<file path="src/rtl/loop_ctrl.sv">
// loop_ctrl: bracket loop-control unit for the brainfuck core.
// Decodes '[' and ']' from the instruction stream and drives the return-address
// stack. It also issues PC reloads for backward jumps, and suppresses execution
// while scanning forward past a loop whose entry cell is zero.
//
// Ports:
//   clk, reset          - rising-edge clock, asynchronous active-high reset
//   instr_valid, instr  - instruction handshake and ASCII byte
//   pc                  - address of the presented instruction
//   cell_zero           - current data cell equals 0
//   stack_top           - current top of the return-address stack
//   push, pop           - combinational stack requests, committed at the edge
//   stack_dout          - push data (the presented pc)
//   pc_load, pc_target  - registered PC reload request and destination
//   skip                - registered: presented instruction must not execute
//   busy                - registered: no instruction accepted this cycle
//   depth               - number of live stack entries
//   error               - sticky fault flag, cleared only by reset
module loop_ctrl #(
  parameter int unsigned pcSize    = 8,
  parameter int unsigned depthSize = 9
) (
  input  logic                 clk,
  input  logic                 reset,
  input  logic                 instr_valid,
  input  logic [7:0]           instr,
  input  logic [pcSize-1:0]    pc,
  input  logic                 cell_zero,
  input  logic [pcSize-1:0]    stack_top,
  output logic                 push,
  output logic                 pop,
  output logic [pcSize-1:0]    stack_dout,
  output logic                 pc_load,
  output logic [pcSize-1:0]    pc_target,
  output logic                 skip,
  output logic                 busy,
  output logic [depthSize:0]   depth,
  output logic                 error
);

  localparam logic [7:0] CH_OPEN  = 8'h5B;
  localparam logic [7:0] CH_CLOSE = 8'h5D;

  localparam logic [depthSize:0]   DEPTH_FULL = {1'b1, {depthSize{1'b0}}};
  localparam logic [depthSize:0]   DEPTH_ONE  = {{depthSize{1'b0}}, 1'b1};
  localparam logic [depthSize-1:0] NEST_ONE   = {{(depthSize-1){1'b0}}, 1'b1};
  localparam logic [pcSize-1:0]    PC_ONE     = {{(pcSize-1){1'b0}}, 1'b1};

  typedef enum logic [1:0] {
    S_RUN   = 2'd0,
    S_SKIP  = 2'd1,
    S_JUMP  = 2'd2,
    S_ERROR = 2'd3
  } state_t;

  state_t               state;
  logic [depthSize-1:0] nest;

  logic accept;
  logic is_open;
  logic is_close;
  logic full;
  logic empty;

  // Instruction decode and stack occupancy flags.
  assign accept   = instr_valid && !busy;
  assign is_open  = (instr == CH_OPEN);
  assign is_close = (instr == CH_CLOSE);
  assign full     = (depth == DEPTH_FULL);
  assign empty    = (depth == '0);

  // Push data is the address of the '[' itself; the jump adds one later.
  assign stack_dout = pc;

  // Stack requests are combinational so the stack commits at the same edge
  // that depth changes; faulting brackets never reach the stack.
  always_comb begin
    push = 1'b0;
    pop  = 1'b0;
    if (!reset && (state == S_RUN) && accept) begin
      if (is_open && !cell_zero && !full) begin
        push = 1'b1;
      end
      if (is_close && cell_zero && !empty) begin
        pop = 1'b1;
      end
    end
  end

  // Control FSM with registered outputs.
  always_ff @(posedge clk or posedge reset) begin
    if (reset) begin
      state     <= S_RUN;
      nest      <= '0;
      depth     <= '0;
      pc_load   <= 1'b0;
      pc_target <= '0;
      skip      <= 1'b0;
      busy      <= 1'b0;
      error     <= 1'b0;
    end else begin
      case (state)
        S_RUN: begin
          if (accept && is_open) begin
            if (!cell_zero) begin
              if (full) begin
                state <= S_ERROR;
                busy  <= 1'b1;
                error <= 1'b1;
              end else begin
                depth <= depth + DEPTH_ONE;
              end
            end else begin
              // Entry cell is zero: scan forward to the matching ']'.
              nest  <= NEST_ONE;
              skip  <= 1'b1;
              state <= S_SKIP;
            end
          end else if (accept && is_close) begin
            if (empty) begin
              state <= S_ERROR;
              busy  <= 1'b1;
              error <= 1'b1;
            end else if (!cell_zero) begin
              // Loop again: resume just after the matching '[', frame stays live.
              pc_target <= stack_top + PC_ONE;
              pc_load   <= 1'b1;
              busy      <= 1'b1;
              state     <= S_JUMP;
            end else begin
              depth <= depth - DEPTH_ONE;
            end
          end
        end

        S_SKIP: begin
          if (accept && is_open) begin
            if (&nest) begin
              state <= S_ERROR;
              skip  <= 1'b0;
              busy  <= 1'b1;
              error <= 1'b1;
            end else begin
              nest <= nest + NEST_ONE;
            end
          end else if (accept && is_close) begin
            nest <= nest - NEST_ONE;
            // The matching ']' is itself skipped; skip drops the cycle after.
            if (nest == NEST_ONE) begin
              skip  <= 1'b0;
              state <= S_RUN;
            end
          end
        end

        S_JUMP: begin
          pc_load <= 1'b0;
          busy    <= 1'b0;
          state   <= S_RUN;
        end

        S_ERROR: begin
          busy  <= 1'b1;
          error <= 1'b1;
        end

        default: begin
          state <= S_RUN;
        end
      endcase
    end
  end

endmodule

</file>
<file path="config.mk">
export PLATFORM = sky130hd
export DESIGN_NAME = loop_ctrl
export DESIGN_NICKNAME = d
export VERILOG_FILES = /design/src/rtl/loop_ctrl.sv
export SDC_FILE = /design/constraint.sdc
export NUM_CORES = 1
export LEC_CHECK = 0
export BUFFER_PORTS_ARGS = -buffer_cell sky130_fd_sc_hd__buf_2
export CAP_MARGIN = 20
export CORE_UTILIZATION = 35
export CTS_CLUSTER_SIZE = 8
export DETAILED_ROUTE_END_ITERATION = 10
export SLEW_MARGIN = 0
export SYNTH_ARGS = -nofsm -noshare
export SYNTH_HDL_FRONTEND = slang
export SYNTH_SLANG_ARGS = --single-unit
</file>
<file path="constraint.sdc">
create_clock -name clk -period 2.6 [get_ports clk]
set_input_delay 0.52 -clock clk [delete_from_list [all_inputs] [get_ports clk]]
set_output_delay 0.52 -clock clk [all_outputs]
set_load 0.005 [all_outputs]
</file>
==> results.toml <==
[placed_design]
placed_cell_area_mm2 = 0.00284
portBuffers = 43
place_congestion = 0.843
hpwl_um = 4480
place_ws_ps = -75.0

[finish]
final_cell_area_mm2 = 0.00301
layout-drive-gt1-share_pct = 29.7
antenna_cells = 0
fin_util_pct = 46.3
nets = 380
syn2layout_area_growth_pct = 24.9

[timing]
final.min_clock_period_ps = 2440
hold_viol_final = 0
worst_pin_slew_ps = 493
slew_viol_final = 0
fin_ws_ps = 158
setup_violations = 0
slew_headroom_pct = 67.0
skew_ps = 9.65
rsz0062_at_grt = "no"
hold-worst-slack_ps = 271
post-route-period-util_pct = 93.9
max_clock_freq_mhz = 410

[floorplanning]
chipHeight_um = 85.0
placementRows = 29
ios = 60
start_util_pct = 37.1
dieWidth_um = 85.0
design.die.area_mm2 = 0.00722
core_area_mm2 = 0.00649

[drt]
firstDrtPassIters = 9
drc = 4
vias = 2247
wirelength_um = 5790
drt_iter0_markers = 110
ant_nets = 0
via_per_inst = 5.39
wl_per_cell_um = 13.9

[yosys]
synth_edf_count = 0
syn_nets = 320
avgSynthCellArea_um2 = 8.64
synth_top_flop_cell = "dfrtp_1"
yosys_register_bits = 33
yosysTopAreaCellShare_pct = 34.3
ys_seq_area_share_pct = 34.3
synthCells = 279
netlist_area_mm2 = 0.00241
yosysUniqueCellTypes = 53
synthTopCellsByArea = "dfrtp_1, ha_1, a21oi_1, nor2_1, nand2_1"
yosysWarningCount = 0
ys_async_sr_fraction_pct = 100
yosysTopAreaCell = "dfrtp_1"

[clock_tree]
cts_buffers = 5
clock_sinks = 33
h-tree-depth = 2
cts_tree = "done"
cts_max_path_buffers = 2
clkLatencyLatePin_ps = 290
hold_buffers = 0
cts_root_buf = "clkbuf_8"
cts.clk_slew.worst_paths_ps = 70

[pwr]
irDropWorstVdd_mv = 0.250
cellLeakagePower_nw = 1.50
finalPower_mw = 1.15
p_per_area_mw_per_mm2 = 382

[global_routing]
groute.usage.overall_pct = 17.2
overflow = 0
grt_max_degree = 24
grt_pass1_wl_um = 10100
antenna_found_initial = 0
grt_pass1_vias = 2211

[critical_path]
cp-start-kind = "flip-flop"
cp-end-kind = "flip-flop"
critPathKind = "reg2reg"
r2r-start = "nest[2]$_DFFE_PP0P_"
cp.required_ps = 2760
crit_start = "nest[2]$_DFFE_PP0P_"
crit_fanout = 7
cp.arrival_ps = 2610
r2r_cells = 10

[hold_path]
hold_class = "in2async"

[outcome]
status = "complete, but fails checks"
failed_checks = "DRC"

[run]
max-cap-violations = 0
## kinds of logic (layout without fill, tap and decap cells)
kind of cell,Yosys count,in the layout,share of synthesized area [%]
muxes,8,8,3.58
adders and majority gates,13,13,6.75
buffers and inverters,33,94,6.54
and+or+nand+nor,102,102,23.7
DFF,33,33,34.3
AOI/OAI and AO/OA,73,73,19.0
xor gates and xnor gates,17,17,6.18
## sequential cells by signal (all words and copies together) (netlist names)
register	cells
busy	1
skip	1
depth	10
pc_target	8
pc_load	1
nest	9
state	2
error	1
## report_power, final
part	internal, mW	total [mW]	switching, mW
registers	0.513	0.513	0.0000228
logic	0.0220	0.0526	0.0306
clock network	0.381	0.583	0.202
## worst paths after layout
check                                                end  slack, ps
worst max-delay path                 nest[2]$_DFFE_PP0P_        160
worst min-delay path            pc_target[1]$_DFFE_PP0P_        270
worst max register to register       nest[2]$_DFFE_PP0P_        160
worst min register to register         error$_DFFE_PP0P_        460
max in group asynchronous            nest[5]$_DFFE_PP0P_       1660
min in group clk                pc_target[0]$_DFFE_PP0P_        440
## critical path, stage by stage (launching register included)
cell and delay (ps):
dfrtp_1 380, and3_1 210, and3_1 200, and3_1 180, ha_1 200, nand2b_1 150
a2111oi_2 220, o211a_1 170, a31oi_1 90, and2_1 210, a311o_1 320
## area by class of cell
type,count,area (µm²)
inverters,11,41.3
multi-input cells,213,1460
clock inverters,3,65.1
flip-flops and latches,33,826
fillers,635,3480
clock buffers,5,68.8
well taps,77,96.3
repair buffers,75,455
## per-layer routing
metal | routed length (µm) | vias to the layer above | GRT usage, %
li1 | - | 1110 | -
met1 | 2620 | 1097 | 21.0
met2 | 2930 | 34 | 30.4
met3 | 174 | 6 | 3.11
met4 | 66 | 0 | 6.16
met5 | 0 | - | 0
## through the flow
step                      setup TNS (ps)  cells
after CTS                              0    416
after global placement             -67.8    408
after global routing                   0    417
after floorplan                     -319    279
after detailed placement            -175    408
final                                  0    417
## cell usage after synthesis (2+ instances only)
library cell and n:
o22ai_1 2, nand2b_1 8, and3_1 5, mux2i_1 3, nand3_1 10, xnor2_1 9
xor2_1 8, o31ai_1 5, a21oi_1 27, buf_4 8, a32oi_1 2, a2111oi_0 2
mux2_2 3, clkbuf_1 11, nand2_1 21, mux2_1 2, nor4_1 3, dfrtp_1 33
nor4b_1 2, ha_1 13, o31a_1 3, inv_1 10, a21o_1 2, nor2_1 27
and2_1 6, a31oi_1 7, o21ai_0 13, buf_2 3, nor3_1 7
## cells in the final DEF (no fill, tap or decap), types with 4 or more instances in the layout
| cell type | netlist | final |
|---|---|---|
| a21oi_1 | 27 | 26 |
| a31oi_1 | 7 | 7 |
| and2_1 | 6 | 6 |
| and3_1 | 5 | 5 |
| buf_2 | 3 | 43 |
| buf_4 | 8 | 32 |
| clkbuf_8 | 0 | 5 |
| dfrtp_1 | 33 | 33 |
| ha_1 | 13 | 12 |
| inv_1 | 10 | 10 |
| nand2_1 | 21 | 21 |
| nand2b_1 | 8 | 7 |
| nand3_1 | 10 | 10 |
| nor2_1 | 27 | 27 |
| nor3_1 | 7 | 7 |
| o21ai_0 | 13 | 10 |
| o21ai_1 | 1 | 4 |
| xnor2_1 | 9 | 9 |
| xor2_1 | 8 | 8 |
## timing repair
action,in CTS,in global routing
endpoints found under the setup margin,6,9
pin swaps,0,2
resized for setup,5,5
buffers inserted,0,1
Note: power is estimated with default switching activity, not from simulation.
